### src/rtl/aes_mixcolumns_serial.sv
// MixColumns / InvMixColumns engine for a full 128-bit AES state, LANES columns per cycle.
// Decrypt pre-multiplies by the 05/04 decomposition and reuses the MixColumns datapath.
module aes_mixcolumns_serial #(
  parameter int LANES = 1
) (
  input  logic         clk,
  input  logic         rst,
  input  logic         in_valid,
  output logic         in_ready,
  input  logic [127:0] in_state,
  input  logic         in_enc_dec,
  input  logic         in_bypass,
  output logic         out_valid,
  input  logic         out_ready,
  output logic [127:0] out_state,
  output logic         busy
);

  typedef enum logic [1:0] {
    S_IDLE = 2'd0,
    S_RUN  = 2'd1,
    S_DONE = 2'd2
  } state_t;

  generate
    if (LANES != 1 && LANES != 2 && LANES != 4) begin : g_bad_lanes
      $error("aes_mixcolumns_serial: LANES must be 1, 2 or 4");
    end
  endgenerate

  state_t            r_fsm;
  state_t            w_fsm_nxt;
  logic [0:3][31:0]  r_data;
  logic [0:3][31:0]  r_result;
  logic              r_enc;
  logic [1:0]        r_col;
  logic              w_accept;
  logic              w_last;
  logic [1:0]        w_idx [LANES];
  logic [31:0]       w_mix [LANES];

  function automatic logic [7:0] xtime(input logic [7:0] b);
    return {b[6:0], 1'b0} ^ (b[7] ? 8'h1b : 8'h00);
  endfunction

  function automatic logic [31:0] mix_col(input logic [31:0] c);
    logic [7:0] a0, a1, a2, a3, t;
    a0 = c[31:24];
    a1 = c[23:16];
    a2 = c[15:8];
    a3 = c[7:0];
    t  = a0 ^ a1 ^ a2 ^ a3;
    return {a0 ^ t ^ xtime(a0 ^ a1),
            a1 ^ t ^ xtime(a1 ^ a2),
            a2 ^ t ^ xtime(a2 ^ a3),
            a3 ^ t ^ xtime(a3 ^ a0)};
  endfunction

  // Multiply by [05 00 04 00; 00 05 00 04; 04 00 05 00; 00 04 00 05]: a ^ 04*(pair xor).
  function automatic logic [31:0] inv_pre(input logic [31:0] c);
    logic [7:0] u, v;
    u = xtime(xtime(c[31:24] ^ c[15:8]));
    v = xtime(xtime(c[23:16] ^ c[7:0]));
    return {c[31:24] ^ u, c[23:16] ^ v, c[15:8] ^ u, c[7:0] ^ v};
  endfunction

  for (genvar l = 0; l < LANES; l++) begin : g_lane
    logic [31:0] w_col;
    logic [31:0] w_pre;
    assign w_idx[l] = r_col + 2'(l);
    assign w_col    = r_data[w_idx[l]];
    assign w_pre    = r_enc ? w_col : inv_pre(w_col);
    assign w_mix[l] = mix_col(w_pre);
  end

  assign w_accept  = in_valid & in_ready;
  assign w_last    = (int'(r_col) + LANES == 4);
  assign out_valid = (r_fsm == S_DONE);
  assign busy      = (r_fsm != S_IDLE);
  assign out_state = r_result;

  always_ff @(posedge clk) begin
    if (rst) begin
      r_fsm <= S_IDLE;
    end else begin
      r_fsm <= w_fsm_nxt;
    end
  end

  always_comb begin
    w_fsm_nxt = r_fsm;
    in_ready  = 1'b0;
    case (r_fsm)
      S_IDLE: begin
        in_ready = 1'b1;
        if (in_valid) w_fsm_nxt = in_bypass ? S_DONE : S_RUN;
      end
      S_RUN: begin
        if (w_last) w_fsm_nxt = S_DONE;
      end
      S_DONE: begin
        in_ready = out_ready;
        if (out_ready) begin
          if (in_valid) w_fsm_nxt = in_bypass ? S_DONE : S_RUN;
          else          w_fsm_nxt = S_IDLE;
        end
      end
      default: w_fsm_nxt = S_IDLE;
    endcase
    if (rst) in_ready = 1'b0;
  end

  // r_data is only loaded on acceptance, so it cannot change while columns are in flight.
  always_ff @(posedge clk) begin
    if (rst) begin
      r_data   <= '0;
      r_result <= '0;
      r_enc    <= 1'b0;
      r_col    <= 2'd0;
    end else if (w_accept) begin
      r_data <= in_state;
      r_enc  <= in_enc_dec;
      r_col  <= 2'd0;
      if (in_bypass) r_result <= in_state;
    end else if (r_fsm == S_RUN) begin
      for (int l = 0; l < LANES; l++) begin
        r_result[w_idx[l]] <= w_mix[l];
      end
      r_col <= r_col + 2'(LANES);
    end
  end

endmodule

### config.mk
export PLATFORM = sky130hd
export DESIGN_NAME = aes_mixcolumns_serial
export DESIGN_NICKNAME = d
export VERILOG_FILES = /design/src/rtl/aes_mixcolumns_serial.sv
export SDC_FILE = /design/constraint.sdc
export NUM_CORES = 1
export LEC_CHECK = 0
export ABC_CLOCK_PERIOD_IN_PS = 9900
export CORE_ASPECT_RATIO = 1.75
export CORE_MARGIN = 2
export CORE_UTILIZATION = 33
export CTS_BUF_LIST = sky130_fd_sc_hd__clkbuf_4 sky130_fd_sc_hd__clkbuf_8 sky130_fd_sc_hd__clkbuf_16
export CTS_CLUSTER_DIAMETER = 120
export DETAILED_ROUTE_END_ITERATION = 10
export GPL_ROUTABILITY_DRIVEN = 1
export SLEW_MARGIN = 30
export SYNTH_ARGS = -nofsm -noshare
export SYNTH_HDL_FRONTEND = slang
export SYNTH_SLANG_ARGS = --single-unit
export TNS_END_PERCENT = 10
### constraint.sdc
create_clock -name clk -period 9.9 [get_ports clk]
set_input_delay 1.98 -clock clk [delete_from_list [all_inputs] [get_ports clk]]
set_output_delay 1.98 -clock clk [all_outputs]
set_load 0.02 [all_outputs]
==> flow_summary.ini, run 1 <==
[global_route]
grtUsageTotal = 0.226
grt_overflow = 0
grt_antenna_before_repair = 4
grt_use_met2 = 0.419
grt_util_met1 = 0.245
grt_max_degree = 177
grtUsageMet3 = 0.0337
grt_pass1_vias = 11500
grt.busiest_layer = met2
grt_pass1_wl_um = 71100

[timing]
period_minus_slack_ps = 5670
worst_pin_slew_ps = 1000
skew_ps = 12.6
fin_setup_tns_ps = 0
finalCritPeriodShare = 0.573
slew_headroom = 0.331
hold_viol = 0
fmax_ghz = 0.176
setup_viol = 0
rsz0062_at_grt = false
slew_viol_final = 0

[worst_setup_path]
reg2reg_slack_ps = 5420
worstPathRequired_ps = 7920
critPathLaunchType = primary input
crit_path_max_fanout = 85
crit_type = primary input to primary output
end_kind = primary output
crit_arrival_ps = 3690

[clocking]
cts_tree = built
cts_resized = 0
cts_root_buffer = clkbuf_16
numCtsBuffers = 26
cts_setup_buffers = 0
clock_path_buffers = 3
htreeDepth = 1
clkTransAtPathRegs_ps = 60
hold_buffers = 0
clkLatencyLatePin_ps = 550
cts_sinks = 261

[yosys]
yosysSeqAreaShare = 0.403
synth.top_cell.area_share = 0.403
synth_nets = 1390
netlist_instances = 1251
netlist_area_um2 = 13000
synth_edf_count = 0
yosys-top-cells-area = dfxtp_1 40%, a22o_1 8.7%, mux4_2 5.2%
synth_warnings = 0
yosys_most_used_dff = dfxtp_1
ys_ff_latch = 261
synth_top_area_cell = dfxtp_1
avgSynthCellArea_um2 = 10.4
synthDistinctLibCells = 63
async_flop_share = 0

[placement]
portBuffers = 264
gp_congestion = 0.943
detailed_place_hpwl_um = 34400

[drt]
post_drt_wl_per_cell_um = 24.4
drtIter0Drc = 973
via_count = 11300
routed_via_density = 5.76
dr.pass1.iters = 7
postRouteWirelength_um = 47900
route.detailed.drc = 0
drtAntennaViolNets = 0

[run_status]
outcome = completed

[job]
cap_violations = 0

[layout]
fillers = 3774
nNetsFinal = 1594
post-route-util = 0.433
layout_common_cells = 263 x clkdlybuf4s50_1, 259 x dfxtp_1, 142 x nor2_1
area_growth_syn_to_layout_pct = 30.0
layout_commonest_cell = clkdlybuf4s50_1
layout-drive-gt1-share = 0.103

[die]
rows = 96
dieArea_um2 = 40900
fp.coreArea_um2 = 38900
fp.dieH_um = 266
initial_core_util = 0.333
io_pins = 265
fp.dieW_um = 154

[power]
p_per_area_nw_per_um2 = 241
p_leak_nw = 6.37
max-vdd-ir-drop_uv = 136

[worst_hold_path]
min_path_type = register to register
==> flip-flops by register name, summed over array words and instances (netlist names) <==
| register | cells |
|---|---|
| r_col | 2 |
| out_state | 128 |
| r_enc | 1 |
| r_fsm | 2 |
| r_data | 128 |
==> cell type report <==
class,instances,area (µm²),area share
Antenna cell,4,10.0,0.000594
Timing Repair Buffer,283,2800,0.166
Clock buffer,38,802,0.0476
Clock inverter,7,46.3,0.00275
Inverter,8,30.0,0.00178
Multi-Input combinational cell,875,7330,0.435
Sequential cell,261,5230,0.310
Tap cell,490,613,0.0364
==> routing by layer <==
layer	part of all wire	vias up	wire, µm
met3	0.056	131	2690
met2	0.53	520	25500
met5	0	-	0
met4	0.052	0	2500
met1	0.36	5524	17200
li1	-	5147	-
==> synth_stat cells (all sizes together), types with 6 or more instances <==
| cell type | instances |
|---|---|
| buf | 12 |
| or3 | 13 |
| a211oi | 18 |
| mux4 | 32 |
| a2bb2oi | 8 |
| nor2b | 6 |
| a221oi | 80 |
| xor2 | 17 |
| nand3 | 15 |
| dfxtp | 261 |
| xnor3 | 30 |
| xor3 | 11 |
| a21oi | 43 |
| a22o | 128 |
| nand4 | 9 |
| nand2 | 34 |
| xnor2 | 74 |
| inv | 7 |
| nor3 | 95 |
| o21ai | 22 |
| nor2 | 151 |
| clkbuf | 95 |
| o31ai | 12 |
==> worst paths after layout <==
check | startpoint | to | cells after the start
hold reg to reg | r_data[21]$_SDFFE_PP0P_ | r_data[21]$_SDFFE_PP0P_ | 2
setup / recovery | rst | in_ready | 4
setup reg to reg | r_col[0]$_SDFFE_PP0P_ | out_state[101]$_SDFFE_PP0P_ | 9
hold / removal | r_data[21]$_SDFFE_PP0P_ | r_data[21]$_SDFFE_PP0P_ | 2
==> where the power goes <==
part           total, mW  internal, mW  switching (mW)  leakage [nW]
Clock              0.990         0.561           0.429         0.430
Combinational       1.87         0.822            1.04          3.79
Sequential          1.21          1.14          0.0608          2.14
Total               4.06          2.53            1.53          6.37
==> cell families (layout without fill, tap and decap cells) <==
logic type,after synthesis,in the layout,share of synthesized area
adders and majority gates,5,5,0.00483
DFF,261,261,0.403
AOI/OAI and AO/OA,351,351,0.218
and+or+nand+nor,350,350,0.126
muxes,37,37,0.0601
other,0,4,0
buffers and inverters,115,336,0.0375
xor gates and xnor gates,132,132,0.150
==> metrics by stage <==
stage	worst slack, ps	area, µm²	std cells	power [mW]	hold WS (ps)
after global placement	4210	16000	1917	3.07	436
after detailed placement	4220	16000	1917	3.08	439
final	4230	16800	1966	4.06	452
after global routing	4130	16800	1966	4.22	482
after CTS	4200	16800	1962	4.07	455
after floorplan	5220	13000	1251	2.46	418
==> critical path: stages <==
cell and delay [ps]:
buf_4 700, or2_2 350, nor2_1 80, clkdlybuf4s50_1 570
Power figures use the tool's default switching activity.
==> run 2, diff against run 1 <==
--- a/config.mk
+++ b/config.mk
@@ -5,7 +5,7 @@
 export SDC_FILE = /design/constraint.sdc
 export NUM_CORES = 1
 export LEC_CHECK = 0
-export ABC_CLOCK_PERIOD_IN_PS = 9900
+export ABC_CLOCK_PERIOD_IN_PS = 5120
 export CORE_ASPECT_RATIO = 1.75
 export CORE_MARGIN = 2
 export CORE_UTILIZATION = 33
==> constraint.sdc (replaced) <==
create_clock -name clk -period 5.12 [get_ports clk]
set_input_delay 1.024 -clock clk [delete_from_list [all_inputs] [get_ports clk]]
set_output_delay 1.024 -clock clk [all_outputs]
set_load 0.02 [all_outputs]
==> run 2 against run 1 <==
Worst setup slack lost 3100 ps; critical path type is now register to register; global-route usage grew 1.0 points; worst hold slack gained 1.1 ps; final cell count grew 0.86%; critical path depth grew 6; clock-buffer cell count shrank 1; sequential power grew 93%; wire length grew 5.2%; clock skew shrank 1.2 ps; sequential share of layout area shrank 0.32 points; sequential cell count is the same.
==> flow_summary.ini, run 2 (same netlist as run 1, synthesis figures left out) <==
[run_status]
outcome = completed

[power]
p_per_area_nw_per_um2 = 464
p_leak_nw = 6.47
max-vdd-ir-drop_uv = 284

[die]
initial_core_util = 0.333
dieArea_um2 = 40900
fp.dieW_um = 154
fp.dieH_um = 266
rows = 96
fp.coreArea_um2 = 38900
io_pins = 265

[global_route]
grt_pass1_vias = 11500
grt_max_degree = 132
grt_overflow = 0
grt_pass1_wl_um = 73200
grtUsageTotal = 0.236
grt_antenna_before_repair = 1

[clocking]
clkTransAtPathRegs_ps = 70
clkLatencyLatePin_ps = 550
cts_resized = 0
cts_sinks = 261
cts_root_buffer = clkbuf_16
hold_buffers = 0
htreeDepth = 1
clock_path_buffers = 3
cts_tree = built
numCtsBuffers = 26
cts_setup_buffers = 0

[timing]
slew_viol_final = 0
rsz0062_at_grt = false
slew_headroom = 0.341
timing.hold.ws_ps = 453
period_minus_slack_ps = 3980
fmax_ghz = 0.252
setup_viol = 0
fin_setup_tns_ps = 0
finalCritPeriodShare = 0.776
hold_viol = 0
skew_ps = 11.4
worst_pin_slew_ps = 985

[job]
cap_violations = 0

[drt]
postRouteWirelength_um = 50400
route.detailed.drc = 0
post_drt_wl_per_cell_um = 25.4
drtIter0Drc = 1063
routed_via_density = 5.79
dr.pass1.iters = 5
drtAntennaViolNets = 0
via_count = 11500

[layout]
nNetsFinal = 1611
area_growth_syn_to_layout_pct = 31.4
layout_common_cells = 263 x clkdlybuf4s50_1, 258 x dfxtp_1, 142 x nor2_1
layout-drive-gt1-share = 0.115
layout_commonest_cell = clkdlybuf4s50_1
fillers = 3752

[worst_setup_path]
crit_arrival_ps = 4420
r2r-start = r_col[0]$_SDFFE_PP0P_
crit_path_max_fanout = 10
crit_type = register to register
worstPathRequired_ps = 5570
startpoint = r_col[0]$_SDFFE_PP0P_
end_kind = register
critPathLaunchType = register

[placement]
gp_congestion = 0.950
portBuffers = 264
detailed_place_hpwl_um = 37200

[worst_hold_path]
min_path_type = register to register
holdCritStartpoint = r_data[21]$_SDFFE_PP0P_
[run 2: routing by layer]
layer,track usage,up-vias,wire length [µm]
met5,0,-,0
met3,0.0296,169,2800
met1,0.256,5582,18000
met4,0.150,0,3530
met2,0.431,560,26100
li1,-,5180,-
[run 2: report_power, final]
group | switching [mW] | leakage, nW | internal, mW
Sequential | 0.127 | 2.14 | 2.21
Combinational | 2.03 | 3.90 | 1.60
Clock | 0.853 | 0.426 | 1.08
Total | 3.01 | 6.47 | 4.90
[run 2: metrics by stage]
stage	util	setup WS (ps)	total power [mW]	cells	cell area [µm²]
global placement	0.415	1170	5.97	1934	16200
finish	0.438	1140	7.91	1983	17000
global route	0.438	849	8.17	1983	17000
detailed placement	0.415	1220	5.97	1934	16200
floorplan	-	1850	4.76	1251	13000
CTS	0.437	1200	7.91	1982	17000
[run 2: final timing paths]
kind	endpoint	slack (ps)	cells past startpoint
worst max-delay path	out_state[28]$_SDFFE_PP0P_	1140	10
worst min-delay path	r_data[21]$_SDFFE_PP0P_	450	2
worst max register to register	out_state[28]$_SDFFE_PP0P_	1140	10
worst min register to register	r_data[21]$_SDFFE_PP0P_	450	2
[run 2: worst max-delay path, stage by stage, from the launching register on]
cell and delay (ps):
dfxtp_2 530, buf_4 290, buf_4 230, mux4_2 580, xnor2_1 200, xnor2_1 400
xor3_1 450, o21ai_1 470, nand2_1 120, xnor3_1 310, o31ai_1 290
[run 2: final cells by class]
type | instances | area (µm²) | share of cell area
flip-flops and latches | 261 | 5230 | 0.307
repair buffers | 300 | 2970 | 0.175
well taps | 490 | 613 | 0.0360
multi-input cells | 875 | 7320 | 0.430
clock buffers | 37 | 788 | 0.0463
diodes | 1 | 2.50 | 0.000147
inverters | 8 | 30.0 | 0.00176
clock inverters | 11 | 70.1 | 0.00411
==> run 3, diff against run 2 <==
--- a/config.mk
+++ b/config.mk
@@ -5,7 +5,7 @@
 export SDC_FILE = /design/constraint.sdc
 export NUM_CORES = 1
 export LEC_CHECK = 0
-export ABC_CLOCK_PERIOD_IN_PS = 5120
+export ABC_CLOCK_PERIOD_IN_PS = 3300
 export CORE_ASPECT_RATIO = 1.75
 export CORE_MARGIN = 2
 export CORE_UTILIZATION = 33
==> constraint.sdc (replaced) <==
create_clock -name clk -period 3.3 [get_ports clk]
set_input_delay 0.66 -clock clk [delete_from_list [all_inputs] [get_ports clk]]
set_output_delay 0.66 -clock clk [all_outputs]
set_load 0.02 [all_outputs]
==> run 3 against run 2 <==
The run now ends with negative setup slack left; clock power up 53%; wire length up 1.5%; sequential cell count unchanged; clock skew up 2.8 ps; global-route usage up 0.28 points; sequential share of layout area down 2.6 points; non-clock buffer count up 128; final cell count up 6.3%; fmax up 20%; core utilization up 4.0 points; critical path type unchanged.
==> flow_summary.ini, run 3 (same netlist as run 1, synthesis figures left out) <==
[drt]
via_count = 11900
post_drt_wl_per_cell_um = 24.3
drtAntennaViolNets = 0
route.detailed.drc = 0
routed_via_density = 5.64
dr.pass1.iters = 5
drtIter0Drc = 721
postRouteWirelength_um = 51200

[timing]
setup_viol = 2
hold_viol = 0
slew_headroom = 0.356
setup_ws_ps = -12.5
finalCritPeriodShare = 1.00
timing.hold.ws_ps = 451
worst_pin_slew_ps = 961
fmax_ghz = 0.302
rsz0062_at_grt = true
skew_ps = 14.3
period_minus_slack_ps = 3310
slew_viol_final = 0

[global_route]
grt_overflow = 0
grt_max_degree = 152
grt_antenna_before_repair = 2
grtUsageTotal = 0.239
grt_pass1_wl_um = 75200
grt_pass1_vias = 12100

[die]
fp.dieH_um = 266
initial_core_util = 0.333
fp.coreArea_um2 = 38900
fp.dieW_um = 154
rows = 96
io_pins = 265
dieArea_um2 = 40900

[power]
p_leak_nw = 7.31
p_per_area_nw_per_um2 = 724
power.total_mw = 13.5
max-vdd-ir-drop_uv = 447

[layout]
nNetsFinal = 1738
final_cell_count_no_fill = 2107
layout_common_cells = 263 x clkdlybuf4s50_1, 259 x dfxtp_1, 147 x buf_4
area_growth_syn_to_layout_pct = 43.4
seq_area_um2 = 5230
layout-drive-gt1-share = 0.240
fillers = 3688
post-route-util = 0.477
multi_input_area_um2 = 7800
layout_commonest_cell = clkdlybuf4s50_1

[clocking]
cts_root_buffer = clkbuf_16
clkTransAtPathRegs_ps = 70
numCtsBuffers = 25
cts_sinks = 261
clock_path_buffers = 3
cts_tree = built
clkLatencyLatePin_ps = 550
htreeDepth = 1

[worst_setup_path]
end_kind = register
crit_path_max_fanout = 11
critPathLaunchType = register
worstPathRequired_ps = 3700
crit_buf_inv = 3
crit_family = XOR/XNOR gates
crit_arrival_ps = 3720
rr_worst_depth = 11
max_stage_delay_ps = 600
cp.depth = 11
reg2reg_slack_ps = -10
crit_type = register to register
slowest_stage = mux4_2
worstPathCellList = buf_8 -> mux4_2 -> xnor2_4 -> buf_12 -> xnor2_1 -> nor2_1 -> xor3_2 -> buf_4 -> xnor3_2 -> a221oi_1 -> nor3_1

[placement]
detailed_place_hpwl_um = 37800
gp_congestion = 0.904
pre_cts_slack_ps = -86.8
placed_cells = 2054
portBuffers = 264

[job]
cap_violations = 0

[worst_hold_path]
min_path_type = register to register
whs_path_depth = 2

[run_status]
violations = negative setup slack
outcome = complete, but fails checks
==> run 3: changes by cell type in the layout (fill, tap and decap cells not counted), moves of 9 or more <==
cell / change
buf_4: +115
a221oi_2: +28
a221oi_1: -28
xnor2_2: +10
buf_12: +9
xnor3_1: -13
xnor2_1: -14
xnor3_2: +13
==> run 3: power by group <==
group	total [mW]	internal, mW	switching [mW]	leakage (nW)
sequential	3.61	3.43	0.182	2.14
clock	2.95	1.66	1.29	0.416
combinational	6.89	3.37	3.52	4.75
total	13.5	8.47	4.99	7.31
==> run 3: what timing repair did <==
| item | in CTS | in global routing |
|---|---|---|
| setup endpoints to repair | 85 | 116 |
| pin swaps | 8 | 15 |
| cloned | 0 | 1 |
| gates resized for setup | 23 | 85 |
| hold buffers | 0 | 0 |
| buffers inserted | 4 | 3 |
| endpoints found under the hold margin | 0 | 0 |
==> run 3: layout make-up <==
class                      instances  area share
clock buffer                      37      0.0409
timing repair buffer             428       0.220
multi-input combinational        875       0.420
tap                              490      0.0330
antenna                            2    0.000269
clock inverter                     6     0.00317
sequential                       261       0.282
inverter                           8     0.00162
==> run 3: worst paths after layout <==
check,startpoint,to
worst max-delay path,r_col[0]$_SDFFE_PP0P_,out_state[91]$_SDFFE_PP0P_
worst min-delay path,r_data[21]$_SDFFE_PP0P_,r_data[21]$_SDFFE_PP0P_
worst min register to register,r_data[21]$_SDFFE_PP0P_,r_data[21]$_SDFFE_PP0P_
worst max register to register,r_col[0]$_SDFFE_PP0P_,out_state[91]$_SDFFE_PP0P_
==> run 3: tightest hold or removal path: stages (launching register included) <==
cell	delay [ps]
dfxtp_1	310
nand2_1	50
nand2_1	40
==> run 3: layer usage <==
| metal | part of all wire | vias to the layer above | GRT usage |
|---|---|---|---|
| met3 | 0.046 | 152 | 0.0317 |
| met1 | 0.36 | 5817 | 0.264 |
| met4 | 0.057 | 0 | 0.122 |
| met2 | 0.53 | 499 | 0.443 |
| met5 | 0 | - | 0 |
| li1 | - | 5421 | - |
==> run 3: through the flow <==
step | area (µm²) | setup TNS [ps]
after CTS | 18100 | -503
after detailed placement | 17200 | -2610
after floorplan | 13000 | 0
after global routing | 18600 | -3930
final | 18600 | -19.7
after global placement | 17200 | -762
